### src/rtl/pdh_adc_frontend_pkg.sv
// Shared definitions for the PDH ADC front end: command opcodes, command/status
// bit positions, lane width and the decimation-exponent clamp.
package pdh_pkg;

  localparam int LANE_W = 16;
  localparam int DEC_W  = 4;
  localparam int RD_W   = 16;

  typedef enum logic [2:0] {
    OP_NOP         = 3'd0,
    OP_SET_DEC     = 3'd1,
    OP_SNAPSHOT    = 3'd2,
    OP_READ        = 3'd3,
    OP_CLEAR_FLAGS = 3'd4,
    OP_RSVD5       = 3'd5,
    OP_RSVD6       = 3'd6,
    OP_RSVD7       = 3'd7
  } opcode_e;

  localparam int CMD_TOG    = 31;
  localparam int CMD_OP_LSB = 28;
  localparam int CMD_CH_LSB = 24;

  localparam int ST_ACK     = 31;
  localparam int ST_SAT     = 30;
  localparam int ST_CERR    = 29;
  localparam int ST_DEC_LSB = 24;
  localparam int ST_SEQ_LSB = 16;

  function automatic logic [DEC_W-1:0] clamp_dec(input logic [3:0] arg,
                                                 input logic [DEC_W-1:0] max_v);
    logic [DEC_W-1:0] r;
    if (arg > max_v) begin
      r = max_v;
    end else begin
      r = arg;
    end
    return r;
  endfunction

endpackage

### src/rtl/pdh_adc_frontend_decimator.sv
// One channel of block-average decimation: accumulates sign-extended samples and
// emits the arithmetic-shifted block sum when the shared beat counter terminates.
module pdh_decimator
  import pdh_pkg::*;
#(
  parameter int ADC_BITS     = 14,
  parameter int DEC_MAX_LOG2 = 8
) (
  input  logic                clk,
  input  logic                rst,
  input  logic                clr,
  input  logic                beat,
  input  logic                blk_last,
  input  logic [DEC_W-1:0]    dec_log2,
  input  logic [ADC_BITS-1:0] sample,
  output logic [ADC_BITS-1:0] result
);

  localparam int ACC_W = ADC_BITS + DEC_MAX_LOG2;

  logic signed [ACC_W-1:0] acc_q, acc_d;
  logic signed [ACC_W-1:0] sample_ext_s, sum_s;
  logic [ADC_BITS-1:0]     result_q, result_d;

  // Next accumulator / result; a clear drops the beat and leaves the result alone.
  always_comb begin
    sample_ext_s = {{DEC_MAX_LOG2{sample[ADC_BITS-1]}}, sample};
    sum_s        = acc_q + sample_ext_s;
    acc_d        = acc_q;
    result_d     = result_q;
    if (clr) begin
      acc_d = '0;
    end else if (beat) begin
      if (blk_last) begin
        result_d = ADC_BITS'(sum_s >>> dec_log2);
        acc_d    = '0;
      end else begin
        acc_d = sum_s;
      end
    end else begin
      acc_d = acc_q;
    end
  end

  // State registers.
  always_ff @(posedge clk) begin
    if (rst) begin
      acc_q    <= '0;
      result_q <= '0;
    end else begin
      acc_q    <= acc_d;
      result_q <= result_d;
    end
  end

  assign result = result_q;

endmodule

### src/rtl/pdh_adc_frontend.sv
// PDH ADC front end: per-lane decimation, toggle-handshake command interface from
// the PS, snapshot/readback and sticky saturation / channel-error flags.
module pdh_adc_frontend
  import pdh_pkg::*;
#(
  parameter int NUM_CH             = 2,
  parameter int ADC_DATA_WIDTH     = LANE_W,
  parameter int ADC_BITS           = 14,
  parameter int DEC_MAX_LOG2       = 8,
  parameter int AXI_GPIO_IN_WIDTH  = 32,
  parameter int AXI_GPIO_OUT_WIDTH = 32
) (
  input  logic                               clk,
  input  logic                               rst,
  input  logic [NUM_CH*ADC_DATA_WIDTH-1:0]   S_AXIS_tdata,
  input  logic                               S_AXIS_tvalid,
  input  logic [AXI_GPIO_IN_WIDTH-1:0]       axi_from_ps,
  output logic [AXI_GPIO_OUT_WIDTH-1:0]      axi_to_ps
);

  localparam logic [ADC_BITS-1:0] SAT_POS = {1'b0, {(ADC_BITS-1){1'b1}}};
  localparam logic [ADC_BITS-1:0] SAT_NEG = {1'b1, {(ADC_BITS-1){1'b0}}};
  localparam int                  PAD_W   = ADC_DATA_WIDTH - ADC_BITS;

  logic [AXI_GPIO_IN_WIDTH-1:0] sync1_q, sync1_d, sync2_q, sync2_d;
  logic                         last_tog_q, last_tog_d;
  logic                         ack_q, ack_d;
  logic                         sat_q, sat_d;
  logic                         cerr_q, cerr_d;
  logic [DEC_W-1:0]             dec_q, dec_d;
  logic [7:0]                   seq_q, seq_d;
  logic [RD_W-1:0]              rdata_q, rdata_d;
  logic [DEC_MAX_LOG2-1:0]      cnt_q, cnt_d;
  logic [NUM_CH-1:0][ADC_BITS-1:0] snap_q, snap_d;

  logic [NUM_CH-1:0][ADC_BITS-1:0] lane_s;
  logic [NUM_CH-1:0][ADC_BITS-1:0] result_s;
  logic                         cmd_tog_s;
  opcode_e                      cmd_op_s;
  logic [3:0]                   cmd_ch_s;
  logic [3:0]                   cmd_arg_s;
  logic                         exec_s;
  logic                         set_dec_s;
  logic                         clear_s;
  logic                         sat_evt_s;
  logic                         last_s;
  logic [DEC_MAX_LOG2:0]        term_s;
  logic [RD_W-1:0]              rd_sel_s;
  logic                         unused_bits_s;

  // Lane unpacking, saturation detect and command field extraction.
  always_comb begin
    sat_evt_s     = 1'b0;
    unused_bits_s = ^sync2_q[CMD_CH_LSB-1:4];
    for (int k = 0; k < NUM_CH; k++) begin
      lane_s[k] = S_AXIS_tdata[k*ADC_DATA_WIDTH +: ADC_BITS];
      unused_bits_s = unused_bits_s ^ (^S_AXIS_tdata[k*ADC_DATA_WIDTH+ADC_BITS +: PAD_W]);
      if (S_AXIS_tvalid && (lane_s[k] == SAT_POS || lane_s[k] == SAT_NEG)) begin
        sat_evt_s = 1'b1;
      end else begin
        sat_evt_s = sat_evt_s;
      end
    end
    cmd_tog_s = sync2_q[CMD_TOG];
    cmd_op_s  = opcode_e'(sync2_q[CMD_OP_LSB +: 3]);
    cmd_ch_s  = sync2_q[CMD_CH_LSB +: 4];
    cmd_arg_s = sync2_q[3:0];
    exec_s    = cmd_tog_s ^ last_tog_q;
    sync1_d   = axi_from_ps;
    sync2_d   = sync1_q;
    last_tog_d = cmd_tog_s;
  end

  // Shared beat counter; the terminal count is 2^dec_log2 - 1.
  always_comb begin
    term_s = ((DEC_MAX_LOG2+1)'(1) << dec_q) - (DEC_MAX_LOG2+1)'(1);
    last_s = ({1'b0, cnt_q} == term_s);
    cnt_d  = cnt_q;
    if (set_dec_s) begin
      cnt_d = '0;
    end else if (S_AXIS_tvalid) begin
      cnt_d = last_s ? '0 : cnt_q + DEC_MAX_LOG2'(1);
    end else begin
      cnt_d = cnt_q;
    end
  end

  // Snapshot register selected by the READ channel field, sign-extended.
  always_comb begin
    rd_sel_s = '0;
    for (int k = 0; k < NUM_CH; k++) begin
      if (int'(cmd_ch_s) == k) begin
        rd_sel_s = {{(RD_W-ADC_BITS){snap_q[k][ADC_BITS-1]}}, snap_q[k]};
      end else begin
        rd_sel_s = rd_sel_s;
      end
    end
  end

  // Command execution; snapshots take the results as they stood before this edge.
  always_comb begin
    dec_d     = dec_q;
    seq_d     = seq_q;
    rdata_d   = rdata_q;
    snap_d    = snap_q;
    cerr_d    = cerr_q;
    clear_s   = 1'b0;
    set_dec_s = 1'b0;
    if (exec_s) begin
      case (cmd_op_s)
        OP_SET_DEC: begin
          dec_d     = clamp_dec(cmd_arg_s, DEC_W'(DEC_MAX_LOG2));
          set_dec_s = 1'b1;
        end
        OP_SNAPSHOT: begin
          snap_d = result_s;
          seq_d  = seq_q + 8'd1;
        end
        OP_READ: begin
          if (int'(cmd_ch_s) < NUM_CH) begin
            rdata_d = rd_sel_s;
          end else begin
            rdata_d = 16'h0000;
            cerr_d  = 1'b1;
          end
        end
        OP_CLEAR_FLAGS: begin
          clear_s = 1'b1;
          cerr_d  = 1'b0;
        end
        default: begin
          clear_s = 1'b0;
        end
      endcase
    end else begin
      clear_s = 1'b0;
    end
    sat_d = (clear_s ? 1'b0 : sat_q) | sat_evt_s;
    ack_d = ack_q ^ exec_s;
  end

  // Control and status registers.
  always_ff @(posedge clk) begin
    if (rst) begin
      sync1_q    <= '0;
      sync2_q    <= '0;
      last_tog_q <= 1'b0;
      ack_q      <= 1'b0;
      sat_q      <= 1'b0;
      cerr_q     <= 1'b0;
      dec_q      <= '0;
      seq_q      <= 8'd0;
      rdata_q    <= '0;
      cnt_q      <= '0;
      snap_q     <= '0;
    end else begin
      sync1_q    <= sync1_d;
      sync2_q    <= sync2_d;
      last_tog_q <= last_tog_d;
      ack_q      <= ack_d;
      sat_q      <= sat_d;
      cerr_q     <= cerr_d;
      dec_q      <= dec_d;
      seq_q      <= seq_d;
      rdata_q    <= rdata_d;
      cnt_q      <= cnt_d;
      snap_q     <= snap_d;
    end
  end

  for (genvar g = 0; g < NUM_CH; g++) begin : g_dec
    pdh_decimator #(
      .ADC_BITS     (ADC_BITS),
      .DEC_MAX_LOG2 (DEC_MAX_LOG2)
    ) u_dec (
      .clk      (clk),
      .rst      (rst),
      .clr      (set_dec_s),
      .beat     (S_AXIS_tvalid),
      .blk_last (last_s),
      .dec_log2 (dec_q),
      .sample   (lane_s[g]),
      .result   (result_s[g])
    );
  end

  // Status word assembled purely from registers.
  always_comb begin
    axi_to_ps                         = '0;
    axi_to_ps[ST_ACK]                 = ack_q;
    axi_to_ps[ST_SAT]                 = sat_q;
    axi_to_ps[ST_CERR]                = cerr_q;
    axi_to_ps[ST_DEC_LSB +: DEC_W]    = dec_q;
    axi_to_ps[ST_SEQ_LSB +: 8]        = seq_q;
    axi_to_ps[RD_W-1:0]               = rdata_q;
  end

endmodule

### config.mk
export PLATFORM = sky130hd
export DESIGN_NAME = pdh_adc_frontend
export DESIGN_NICKNAME = d
export VERILOG_FILES = /design/src/rtl/pdh_adc_frontend_pkg.sv /design/src/rtl/pdh_adc_frontend_decimator.sv /design/src/rtl/pdh_adc_frontend.sv
export SDC_FILE = /design/constraint.sdc
export NUM_CORES = 1
export LEC_CHECK = 0
export BUFFER_PORTS_ARGS = -buffer_cell sky130_fd_sc_hd__buf_2
export CORE_ASPECT_RATIO = 1.25
export CORE_MARGIN = 10
export CORE_UTILIZATION = 51
export DETAILED_ROUTE_END_ITERATION = 8
export PLACE_DENSITY = 0.73
export RECOVER_POWER = 50
export SYNTH_ARGS = -nofsm -noshare
export SYNTH_HDL_FRONTEND = slang
export SYNTH_SLANG_ARGS = --single-unit
### constraint.sdc
create_clock -name clk -period 3.9 [get_ports clk]
set_input_delay 0.975 -clock clk [delete_from_list [all_inputs] [get_ports clk]]
set_output_delay 0.975 -clock clk [all_outputs]
set_load 0.01 [all_outputs]
# [Word level (Yosys, flattened, before mapping)]
# Cells that the tools add are included.
[classes] add_sub_neg=5 n_lt_le_gt_ge=2 eq_ne=11 n_shift=3 muxes=16 n_bitwise=4 n_reduce_logical=12
[ops] cell="$mux W16" n=3
[ops] cell="$add A22 B14 Y22" n=2
[ops] cell="$mux W22" n=2
[ops] cell="$sshr A22 B4 Y14" n=2
[ops] cell="$eq A14 B13 Y1 const B" n=2
[ops] cell="$eq A14 B14 Y1 const B" n=2
[ops] cell="$add A8 B1 Y8 const B" n=2
[ops] cell="$eq A8 B9 Y1" n=1
[ops] cell="$shl A1 B4 Y9 const A" n=1
[ops] cell="$sub A9 B2 Y9 const B" n=1
[ops] cell="$mux W1" n=8
[ops] cell="$mux W8" n=1
[ops] cell="$eq A3 B2 Y1 const B" n=2
[ops] cell="$reduce_and A2 Y1" n=3
[ops] cell="$reduce_and A3 Y1" n=2
[ops] cell="$eq A4 B2 Y1 const B" n=1
[ops] cell="$gt A4 B4 Y1 const B" n=1
[ops] cell="$logic_not A4 Y1" n=1
[ops] cell="$lt A4 B2 Y1 const B" n=1
[ops] cell="$mux W4" n=1
[ops] cell="$eq A3 B1 Y1 const B" n=1
[ops] cell="$eq A3 B3 Y1 const B" n=1
[ops] cell="$logic_and A1 B1 Y1" n=2
[ops] cell="$logic_or A1 B1 Y1" n=2
[ops] cell="other kinds (7)" n=8
[totals] regBits=204

# [Longest topological paths before layout]
# Gate-level depths: netlist of the first run.
[depth] ltp_word=6 mapped_depth=17 ltp_nobuf=13

# [Hierarchy]
# Synthesis of the first run repeated with hierarchy kept, for this count alone.
[unflattened] cells_unflattened=1453 hier_area_um2=11304.6
[modules_own_cells] mod="pdh_adc_frontend" instances=1 cells_per_inst=449 area_each_um2=3882.5
[modules_own_cells] mod="pdh_decimator (g_dec[0].u_dec)" instances=1 cells_per_inst=515 area_each_um2=3798.6
[modules_own_cells] mod="pdh_decimator (g_dec[1].u_dec)" instances=1 cells_per_inst=489 area_each_um2=3623.5

# [Worst setup path after synthesis of the first run]
# No wires, ideal clock.
[synth_timing] kind="input port to flip-flop" start="input port S_AXIS_tdata[16]" end="register g_dec[1].u_dec.result_q[10]" setup_time_ns=0.059 arrival_ns=3.662 required_ns=3.841 setup_slack_ns=0.179 path_stages=11 path_cell_list="ha_1 -> fa_1 -> a211oi_1 -> o211ai_2 -> a31oi_2 -> o21ai_1 -> xnor2_1 -> mux2i_1 -> mux4_2 -> o221ai_1 -> o211a_1"
[synth_via] elab_chain_cells=2
[synth_lines] element="from (decl)" line="pdh_adc_frontend.sv:15" text="input logic [NUM_CH*ADC_DATA_WIDTH-1:0] S_AXIS_tdata,"
[synth_lines] element="$add A22 B14 Y22" line="pdh_adc_frontend_decimator.sv:28" text="sum_s = acc_q + sample_ext_s;"
[synth_lines] element="$sshr A22 B4 Y14" line="pdh_adc_frontend_decimator.sv:35" text="result_d = ADC_BITS'(sum_s >>> dec_log2);"
[synth_lines] element="to (signal assigned)" line="pdh_adc_frontend_decimator.sv:52" text="result_q <= result_d;"
[synth_lines] element="to (decl)" line="pdh_adc_frontend_decimator.sv:23" text="logic [ADC_BITS-1:0] result_q, result_d;"
# No other way between the ends.
# A chain may end at the register's enable or synchronous reset.

# [Worst setup path in the final report of the first run]
[layout_timing] start="input port S_AXIS_tdata[0]" end="register g_dec[0].u_dec.result_q[1]"
[layout_via] elab_chain_cells=2
[layout_lines] element="$add A22 B14 Y22" line="pdh_adc_frontend_decimator.sv:28"
[layout_lines] element="$sshr A22 B4 Y14" line="pdh_adc_frontend_decimator.sv:35"
[layout_lines] element="to (signal assigned)" line="pdh_adc_frontend_decimator.sv:52"
[layout_lines] element="to (decl)" line="pdh_adc_frontend_decimator.sv:23"
# No other way between the ends.

==> impl_metrics.py, run 1 <==
metrics = {
    "power": {
        "leakage_uw": 0.00495,
        "power.total_uw": 4200,
        "p_per_area_nw_per_um2": 336,
        "power.switching_uw": 1320,
        "seqPwrFrac_pct": 41.5,
        "clkPwrFrac_pct": 41.8,
        "p_int_uw": 2880,
        "worst_ir_drop_vdd_v": 0.000280,
        "pwr-share-comb_pct": 16.7,
        "switching_share_pct": 31.3,
    },
    "min_path": {
        "hold_path_depth": 1,
        "hold_class": "reg2reg",
    },
    "drt": {
        "ant_nets": 0,
        "drc_errors": 0,
        "first_pass_iters": 8,
        "wl_um": 32500,
        "drt-initial-drc-count": 882,
        "vias": 10600,
        "viasPerCell": 6.03,
        "routedWlPerCell_um": 18.5,
    },
    "synth": {
        "synth_seq_cells": 162,
        "synth_edf_count": 0,
        "synth.area.top_cells": "dfxtp_1, a21oi_1, nand2_1",
        "synth_flop_cell": "dfxtp_1",
        "syn_area_per_cell_um2": 7.92,
        "synth.cell_area_um2": 10800,
        "seq_area_frac_synth_pct": 30.1,
        "syn_inst": 1358,
        "synth_async_sr_flop_share_pct": 0,
        "synth-warning-count": 0,
        "syn_nets": 1472,
        "synthDistinctLibCells": 94,
        "synth_top_area_share_pct": 30.1,
        "yosysTopAreaCell": "dfxtp_1",
    },
    "placement": {
        "place.gp.congestion": 0.960,
        "post-place-cells": 1721,
        "io_buffers": 73,
        "dp_hpwl_um": 24000,
    },
    "global_routing": {
        "grt_pass1_vias": 10100,
        "grt_pass1_wl_um": 52800,
        "grt_max_degree": 52,
        "antenna_found_initial": 0,
        "grt_usage_pct": 23.3,
        "grt_overflow": 0,
    },
    "clock_network": {
        "cts_hold_buf": 0,
        "htree_levels": 4,
        "clk_pin_slew_ns": 0.08,
        "clockBufferDepth": 2,
        "cts_buffers": 17,
        "cts_tree": "yes",
        "cts.sinks": 162,
        "clock_latency_ns": 0.44,
        "cts_root_buffer": "clkbuf_16",
    },
    "floorplanning": {
        "die_x_um": 150,
        "io_pins": 99,
        "design.die.area_um2": 27300,
        "num_rows": 59,
        "initial_core_util_pct": 51.7,
        "core-area_um2": 20800,
        "die_y_um": 182,
    },
    "timing": {
        "post-route-period-util_pct": 95.5,
        "rsz0062_at_grt": "no",
        "hold_violations": 0,
        "worst_pin_slew_ns": 1.80,
        "timing.hold.ws_ns": 0.437,
        "finalSetupViolations": 0,
        "min_period_ns": 3.72,
        "fin_skew_ns": 0.0136,
        "fmaxAchievable_ghz": 0.268,
        "relSlewSlack_pct": -20.2,
        "slew_viol_final": 46,
    },
    "final_layout": {
        "multi_input_area_um2": 7020,
        "diodes": 0,
        "final_util_pct": 60.0,
        "seqCellArea_um2": 3240,
        "fillerInstances": 1937,
        "final_cells": 1755,
        "drive_gt1_share_pct": 16.8,
        "syn_to_final_growth_pct": 16.0,
        "layout.nets": 1582,
    },
    "setup_path": {
        "cp-start-kind": "primary input",
        "required_ns": 4.20,
        "critPathCaptureType": "flop",
        "critical_path.max_fanout": 4,
        "path_class": "in2reg",
        "ff2ff_path_depth": 13,
        "worstPathArrival_ns": 4.02,
    },
    "run": {
        "max_cap_violations": 1,
    },
    "outcome": {
        "violations": "capacitance limit, slew limit",
        "status": "finished with violations",
    },
}
through the flow:
step | TNS [ns] | worst slack (ns) | cell area, um^2
3_3_place_gp | -3.29 | -0.283 | 11900
2_1_floorplan | 0 | 0.179 | 10800
6_report | 0 | 0.175 | 12500
5_1_grt | 0 | 0.00362 | 12500
3_5_place_dp | -4.43 | -0.353 | 11900
4_1_cts | 0 | 0.0788 | 12500
sequential cells by signal, summed over array words and instances (netlist names):
name and flops:
ack_q 1, cerr_q 1, cnt_q 8, dec_q 4, g_dec.u_dec.acc_q 44, g_dec.u_dec.result 28
last_tog_q 1, rdata_q 14, sat_q 1, seq_q 8, snap_q 28, sync1_q 12
sync2_q 12
final timing paths:
kind	startpoint	endpoint	slack (ns)
max	S_AXIS_tdata[0]	g_dec[0].u_dec.result[1]	0.18
min	sync1_q[26]	sync2_q[26]	0.44
max reg2reg	dec_q[3]	g_dec[0].u_dec.result[10]	0.22
min reg2reg	sync1_q[26]	sync2_q[26]	0.44
power groups by stage:
stage | logic (uW) | clock network, uW | registers [uW]
global route | 763 | 1840 | 1750
detailed placement | 685 | 0 | 1780
floorplan | 447 | 0 | 1770
global placement | 680 | 0 | 1780
CTS | 690 | 1780 | 1740
finish | 702 | 1750 | 1740
area by class of cell:
| cell class | instances | share of cell area (%) |
|---|---|---|
| tap | 274 | 2.75 |
| clock buffer | 17 | 3.41 |
| timing repair buffer | 189 | 9.52 |
| clock inverter | 15 | 1.59 |
| sequential | 162 | 26.0 |
| multi-input combinational | 1080 | 56.2 |
| inverter | 18 | 0.541 |
placed cells by master, fill, tap and decap left out, types with 7 or more instances in the layout:
cell type,netlist,final
a211oi_1,20,19
a21o_1,24,24
a21oi_1,141,141
a22oi_1,12,12
a31oi_1,15,15
and2_1,13,13
and3_1,10,10
buf_2,8,44
buf_4,7,113
clkbuf_1,70,32
clkbuf_16,0,17
dfxtp_1,162,161
ha_1,45,45
inv_1,14,14
mux2_2,13,13
mux2i_1,33,33
mux4_2,11,11
nand2_1,184,184
nand2b_1,7,7
nand3_1,50,50
nand4_1,18,18
nor2_1,119,119
nor2b_1,28,28
nor3_1,36,36
nor3b_1,7,7
nor4_1,12,12
o211a_1,9,9
o211ai_1,14,14
o21a_1,9,9
o21ai_0,40,40
o221ai_1,10,10
o22ai_1,11,11
o31ai_1,7,7
or2_2,7,7
or3_1,9,9
xnor2_1,32,31
xor2_1,26,26
cell families (layout without fill, tap and decap cells):
logic type                 count (synthesis)  in the layout  synth area share [%]
AOI/OAI and AO/OA                        393            393                  24.7
xor gates and xnor gates                  58             58                  4.72
other                                      1              1                0.0348
buffers and inverters                    116            239                  4.77
DFF                                      162            162                  30.1
adders and majority gates                 47             47                  5.60
and+or+nand+nor                          524            524                  23.3
muxes                                     57             57                  6.73
synth_stat cells, types with 11 or more instances:
master    count
inv_1        14
nor3_1       36
mux4_2       11
nor2_1      119
ha_1         45
nand2_1     184
nand4_1      18
nor4_1       12
o211ai_1     14
clkbuf_1     70
and2_1       13
a21oi_1     141
xor2_1       26
xnor2_1      32
a211oi_1     20
nand3_1      50
nor2b_1      28
o22ai_1      11
a22oi_1      12
mux2_2       13
a31oi_1      15
o21ai_0      40
dfxtp_1     162
a21o_1       24
mux2i_1      33
critical path: stages:
cell and delay (ns):
buf_2 0.11, ha_1 0.22, fa_1 0.41, a21o_1 0.24, a221oi_4 0.32, a21boi_1 0.15, o31ai_2 0.25, xnor2_1 0.21
mux4_2 0.52, a22o_1 0.25, a211oi_1 0.29, nor3_1 0.07
repair_timing:
item | CTS | global route
setup endpoints to repair | 0 | 7
setup buffers | 0 | 2
gates resized for setup | 0 | 2
routing by layer:
| metal | up-vias | share of wire, % | GRT usage [%] |
|---|---|---|---|
| met2 | 316 | 49 | 40.2 |
| li1 | 5177 | - | - |
| met5 | - | 0 | 0 |
| met1 | 5046 | 43 | 29.5 |
| met4 | 0 | 2.1 | 6.81 |
| met3 | 52 | 5.3 | 2.85 |
Note: power is estimated with default switching activity, not from simulation.
==> run 2, diff against run 1 <==
--- a/config.mk
+++ b/config.mk
@@ -10,7 +10,7 @@
 export CORE_MARGIN = 10
 export CORE_UTILIZATION = 51
 export DETAILED_ROUTE_END_ITERATION = 8
-export PLACE_DENSITY = 0.73
+export PLACE_DENSITY = 0.7
 export RECOVER_POWER = 50
 export SYNTH_ARGS = -nofsm -noshare
 export SYNTH_HDL_FRONTEND = slang
==> constraint.sdc (replaced) <==
create_clock -name clk -period 4.3 [get_ports clk]
set_input_delay 1.075 -clock clk [delete_from_list [all_inputs] [get_ports clk]]
set_output_delay 1.075 -clock clk [all_outputs]
set_load 0.01 [all_outputs]
==> run 2 against run 1 <==
Against the previous run:
- the flow still finishes with violations (capacitance limit, slew limit)
- global-route usage decreased by 0.61 points
- non-clock buffer count decreased by 69
- cell count decreased by 3.9%
- routed wire length decreased by 3.1%
- sequential cell count unchanged
- clock skew increased by 0.00090 ns
- critical endpoint is now g_dec[0].u_dec.result[8]
- first-iteration DRC count decreased by 21%
==> impl_metrics.py, run 2 (synthesized netlist as in run 1, its figures left out) <==
metrics = {
    "power": {
        "pwr-share-comb_pct": 15.6,
        "seqPwrFrac_pct": 42.1,
        "power.switching_uw": 1180,
        "worst_ir_drop_vdd_v": 0.000333,
        "clkPwrFrac_pct": 42.3,
        "p_per_area_nw_per_um2": 314,
        "switching_share_pct": 31.3,
        "p_int_uw": 2580,
        "leakage_uw": 0.00462,
    },
    "drt": {
        "drt-initial-drc-count": 698,
        "ant_nets": 0,
        "top_layer_used": "met4",
        "viasPerCell": 6.04,
        "drc_errors": 0,
        "wl_met1_um": 13900,
        "wl_um": 31500,
        "routedWlPerCell_um": 18.7,
        "vias": 10200,
        "met3WireLength_um": 1600,
        "wl_met2_um": 14800,
        "first_pass_iters": 8,
    },
    "setup_path": {
        "critical_path.max_fanout": 6,
        "r2r_start": "dec_q[3]",
        "path_class": "in2reg",
        "required_ns": 4.68,
        "worstPathArrival_ns": 4.33,
        "regToRegEndpoint": "g_dec[0].u_dec.acc_q[21]",
        "critPathCaptureType": "flop",
        "ff2ff_path_depth": 12,
        "ff2ff_setup_slack_ns": 0.55,
        "cp-start-kind": "primary input",
    },
    "placement": {
        "dp_hpwl_um": 23100,
        "io_buffers": 73,
        "placed_area_um2": 11400,
        "post-place-cells": 1654,
        "place.gp.congestion": 0.946,
    },
    "clock_network": {
        "clk_pin_slew_ns": 0.07,
        "clock_latency_ns": 0.44,
        "cts.sinks": 162,
        "cts_root_buffer": "clkbuf_16",
        "htree_levels": 4,
        "clockBufferDepth": 2,
        "cts_buffers": 17,
        "cts_tree": "yes",
        "ctsResizeCount": 0,
        "cts_setup_buffers": 0,
        "cts_hold_buf": 0,
    },
    "final_layout": {
        "multi_input_area_um2": 7010,
        "fillerInstances": 1963,
        "final_cell_area_um2": 12000,
        "layout_common_cells": "nand2_1, dfxtp_1, a21oi_1, nor2_1, nand3_1",
        "final_common_cell": "nand2_1",
        "diodes": 0,
        "syn_to_final_growth_pct": 11.2,
        "drive_gt1_share_pct": 12.7,
        "layout.nets": 1513,
        "largest_reg_flops": 44,
        "max_flop_register": "g_dec.u_dec.acc_q",
        "final_cells": 1686,
        "seqCellArea_um2": 3250,
    },
    "timing": {
        "hold_violations": 0,
        "slew_viol_final": 57,
        "finalSetupTns_ns": 0,
        "rsz0062_at_grt": "no",
        "relSlewSlack_pct": -53.8,
        "post-route-period-util_pct": 91.8,
        "worst_pin_slew_ns": 2.31,
        "fin_skew_ns": 0.0145,
        "min_period_ns": 3.95,
        "finalSetupViolations": 0,
        "fmaxAchievable_ghz": 0.253,
    },
    "floorplanning": {
        "initial_core_util_pct": 51.7,
        "design.die.area_um2": 27300,
        "die_y_um": 182,
        "core-area_um2": 20800,
        "io_pins": 99,
        "num_rows": 59,
        "die_x_um": 150,
    },
    "outcome": {
        "status": "finished with violations",
        "violations": "capacitance limit, slew limit",
    },
    "min_path": {
        "hold_end": "sync2_q[1]",
        "hold_start": "sync1_q[1]",
        "hold_class": "reg2reg",
        "hold_path_depth": 1,
    },
    "global_routing": {
        "grt_overflow": 0,
        "grt_pass1_wl_um": 51000,
        "grt_max_degree": 60,
        "grt_pass1_vias": 9700,
        "antenna_found_initial": 0,
        "grt_usage_pct": 22.7,
    },
    "run": {
        "max_cap_violations": 1,
    },
}
-- run 2: power by group through the flow --
stage          clock (uW)  combinational [uW]  sequential, uW
2_1_floorplan           0                 405            1600
3_3_place_gp            0                 572            1610
3_5_place_dp            0                 575            1610
4_1_cts              1610                 579            1580
5_1_grt              1670                 641            1590
6_report             1590                 585            1580
-- run 2: per-stage QoR --
step	utilization, %	setup slack [ns]	total power [uW]	hold WS, ns
final	57.5	0.352	3750	0.436
after global placement	54.7	0.0321	2190	0.416
after CTS	57.7	0.453	3770	0.439
after global routing	57.5	0.247	3900	0.452
after floorplan	-	0.479	2010	0.414
after detailed placement	54.7	0.00989	2190	0.420
-- run 2: how the worst max path moves through the flow --
stage	from	end	slack, ns	cells past startpoint
4_1_cts	S_AXIS_tdata[0]	g_dec[0].u_dec.result[8]	0.45	12
3_5_place_dp	S_AXIS_tdata[0]	g_dec[0].u_dec.result[1]	0.01	12
3_3_place_gp	S_AXIS_tdata[0]	g_dec[0].u_dec.result[8]	0.03	12
2_1_floorplan	S_AXIS_tdata[16]	g_dec[1].u_dec.result[10]	0.48	11
6_report	S_AXIS_tdata[0]	g_dec[0].u_dec.result[8]	0.35	12
5_1_grt	S_AXIS_tdata[16]	g_dec[1].u_dec.result[6]	0.25	12
-- run 2: per-layer routing --
metal	GRT usage [%]	vias to the layer above
li1	-	5042
met1	28.9	4764
met2	36.8	306
met3	3.44	71
met4	10.3	0
met5	0	-
-- run 2: worst max-delay path, cell delays in order --
cell and delay, ns:
buf_2 0.11, ha_1 0.24, fa_1 0.40, a21o_1 0.23, a221oi_4 0.36, a21boi_1 0.16, o31ai_2 0.25, xnor2_1 0.35
o221ai_1 0.28, or3_1 0.44, a311oi_1 0.27, o21a_1 0.15
-- run 2: area by class of cell --
cell class              instances  area share (%)
clock buffers                  17            3.56
clock inverters                15            1.62
inverters                      18           0.565
multi-input cells            1080            58.5
flip-flops and latches        162            27.1
well taps                     274            2.87
repair buffers                120            5.72
==> run 3, diff against run 2 <==
--- a/config.mk
+++ b/config.mk
@@ -10,7 +10,7 @@
 export CORE_MARGIN = 10
 export CORE_UTILIZATION = 51
 export DETAILED_ROUTE_END_ITERATION = 8
-export PLACE_DENSITY = 0.7
+export PLACE_DENSITY = 0.72
 export RECOVER_POWER = 50
 export SYNTH_ARGS = -nofsm -noshare
 export SYNTH_HDL_FRONTEND = slang
==> run 3 against run 2 <==
Against the previous run:
- the flow finishes with violations (capacitance limit)
- via count about the same
- worst hold slack improved by 0.0022 ns
- combinational power down 1%
- cell count shrank 0.53%
- maximum frequency shrank 1.8%
- utilization is 0.31 points lower
- count of clock-buffer cells in the layout is the same
- global-route usage decreased by 0.11 points
- non-clock buffer count is 9 lower
- largest cell class unchanged
==> impl_metrics.py, run 3 (synthesized netlist as in run 1, its figures left out) <==
metrics = {
    "clock_network": {
        "cts_root_buffer": "clkbuf_16",
        "clockBufferDepth": 2,
        "cts_hold_buf": 0,
        "clk_pin_slew_ns": 0.08,
        "cts_buffers": 17,
        "cts_setup_buffers": 0,
        "htree_levels": 4,
        "clock_latency_ns": 0.44,
        "cts_tree": "yes",
        "cts.sinks": 162,
        "ctsResizeCount": 0,
    },
    "drt": {
        "routedWlPerCell_um": 18.8,
        "drt-initial-drc-count": 787,
        "vias": 10200,
        "ant_nets": 0,
        "viasPerCell": 6.07,
        "drc_errors": 0,
        "first_pass_iters": 6,
        "wl_um": 31500,
    },
    "timing": {
        "relSlewSlack_pct": 0.896,
        "slew_viol_final": 0,
        "fin_skew_ns": 0.0125,
        "post-route-period-util_pct": 93.5,
        "setup_ws_ns": 0.281,
        "finalSetupViolations": 0,
        "hold_violations": 0,
        "worst_pin_slew_ns": 1.49,
        "finalSetupTns_ns": 0,
        "rsz0062_at_grt": "no",
        "min_period_ns": 4.02,
        "fmaxAchievable_ghz": 0.249,
    },
    "floorplanning": {
        "core-area_um2": 20800,
        "io_pins": 99,
        "die_x_um": 150,
        "initial_core_util_pct": 51.7,
        "design.die.area_um2": 27300,
        "die_y_um": 182,
        "num_rows": 59,
    },
    "min_path": {
        "hold_start": "sync1_q[31]",
        "hold_class": "reg2reg",
    },
    "setup_path": {
        "worstPathArrival_ns": 4.29,
        "critPathBufInv": 1,
        "cp-start-kind": "primary input",
        "max_stage_delay_ns": 0.54,
        "startpoint": "S_AXIS_tdata[0]",
        "critPathCaptureType": "flop",
        "path_class": "in2reg",
        "critical_path.max_fanout": 6,
        "cp_top_family": "compound AO/OA/AOI/OAI gates",
        "r2r_start": "dec_q[1]",
        "required_ns": 4.57,
        "path_cells": "buf_2 > ha_1 > fa_1 > a21o_1 > a221oi_4 > a21boi_1 > o31ai_2 > xnor2_1 > mux4_2 > a22o_1 > a211oi_1 > nor3_1",
        "cp_slowest_cell": "mux4_2",
    },
    "final_layout": {
        "largest_reg_flops": 44,
        "diodes": 0,
        "fillerInstances": 1975,
        "final_cell_area_um2": 11900,
        "final_common_cell": "nand2_1",
        "drive_gt1_share_pct": 12.5,
        "syn_to_final_growth_pct": 10.6,
        "max_flop_register": "g_dec.u_dec.acc_q",
        "layout_common_cells": "nand2_1, dfxtp_1, a21oi_1, nor2_1, nand3_1",
        "layout.nets": 1504,
        "final_util_pct": 57.2,
    },
    "placement": {
        "io_buffers": 73,
        "dp_hpwl_um": 23000,
        "place.gp.congestion": 0.975,
        "dpl_worst_slack_ns": -0.0681,
        "placed_area_um2": 11300,
    },
    "power": {
        "p_per_area_nw_per_um2": 314,
        "power.total_uw": 3740,
        "worst_ir_drop_vdd_v": 0.000266,
        "leakage_uw": 0.00459,
    },
    "global_routing": {
        "antenna_found_initial": 0,
        "grt_max_degree": 80,
        "grt_pass1_wl_um": 50700,
        "grt_overflow": 0,
        "grt_pass1_vias": 9643,
        "grt_usage_pct": 22.6,
    },
    "run": {
        "max_cap_violations": 1,
    },
    "outcome": {
        "violations": "capacitance limit",
        "status": "finished with violations",
    },
}
==> run 3: worst paths after layout <==
path,to,slack [ns],cells past startpoint
max,g_dec[0].u_dec.result[1],0.28,12
min,sync2_q[31],0.44,1
max reg2reg,g_dec[0].u_dec.result[11],0.41,13
min reg2reg,sync2_q[31],0.44,1
==> run 3: layer usage <==
metal  GRT usage (%)  up-vias  part of all wire [%]
li1                -     5038                     -
met1            29.1     4751                    45
met2            37.2      328                    48
met3            3.86       60                   5.4
met4            7.55        0                   2.5
met5               0        -                     0
==> run 3: report_power, final <==
part	total (uW)	switching (uW)	internal, uW
clock	1580	781	799
sequential	1580	33.3	1550
combinational	577	357	220
==> run 3: per-stage QoR <==
| step | std cells | hold WS, ns |
|---|---|---|
| finish | 1677 | 0.439 |
| floorplan | 1358 | 0.414 |
| global placement | 1645 | 0.417 |
| global route | 1677 | 0.451 |
| CTS | 1677 | 0.439 |
| detailed placement | 1645 | 0.425 |
==> run 3: cell type report <==
type | instances | area, um^2 | area share [%]
well taps | 274 | 343 | 2.88
clock buffers | 17 | 425 | 3.57
inverters | 18 | 67.6 | 0.568
multi-input cells | 1080 | 7010 | 58.9
flip-flops and latches | 162 | 3250 | 27.3
repair buffers | 111 | 613 | 5.15
clock inverters | 15 | 199 | 1.67
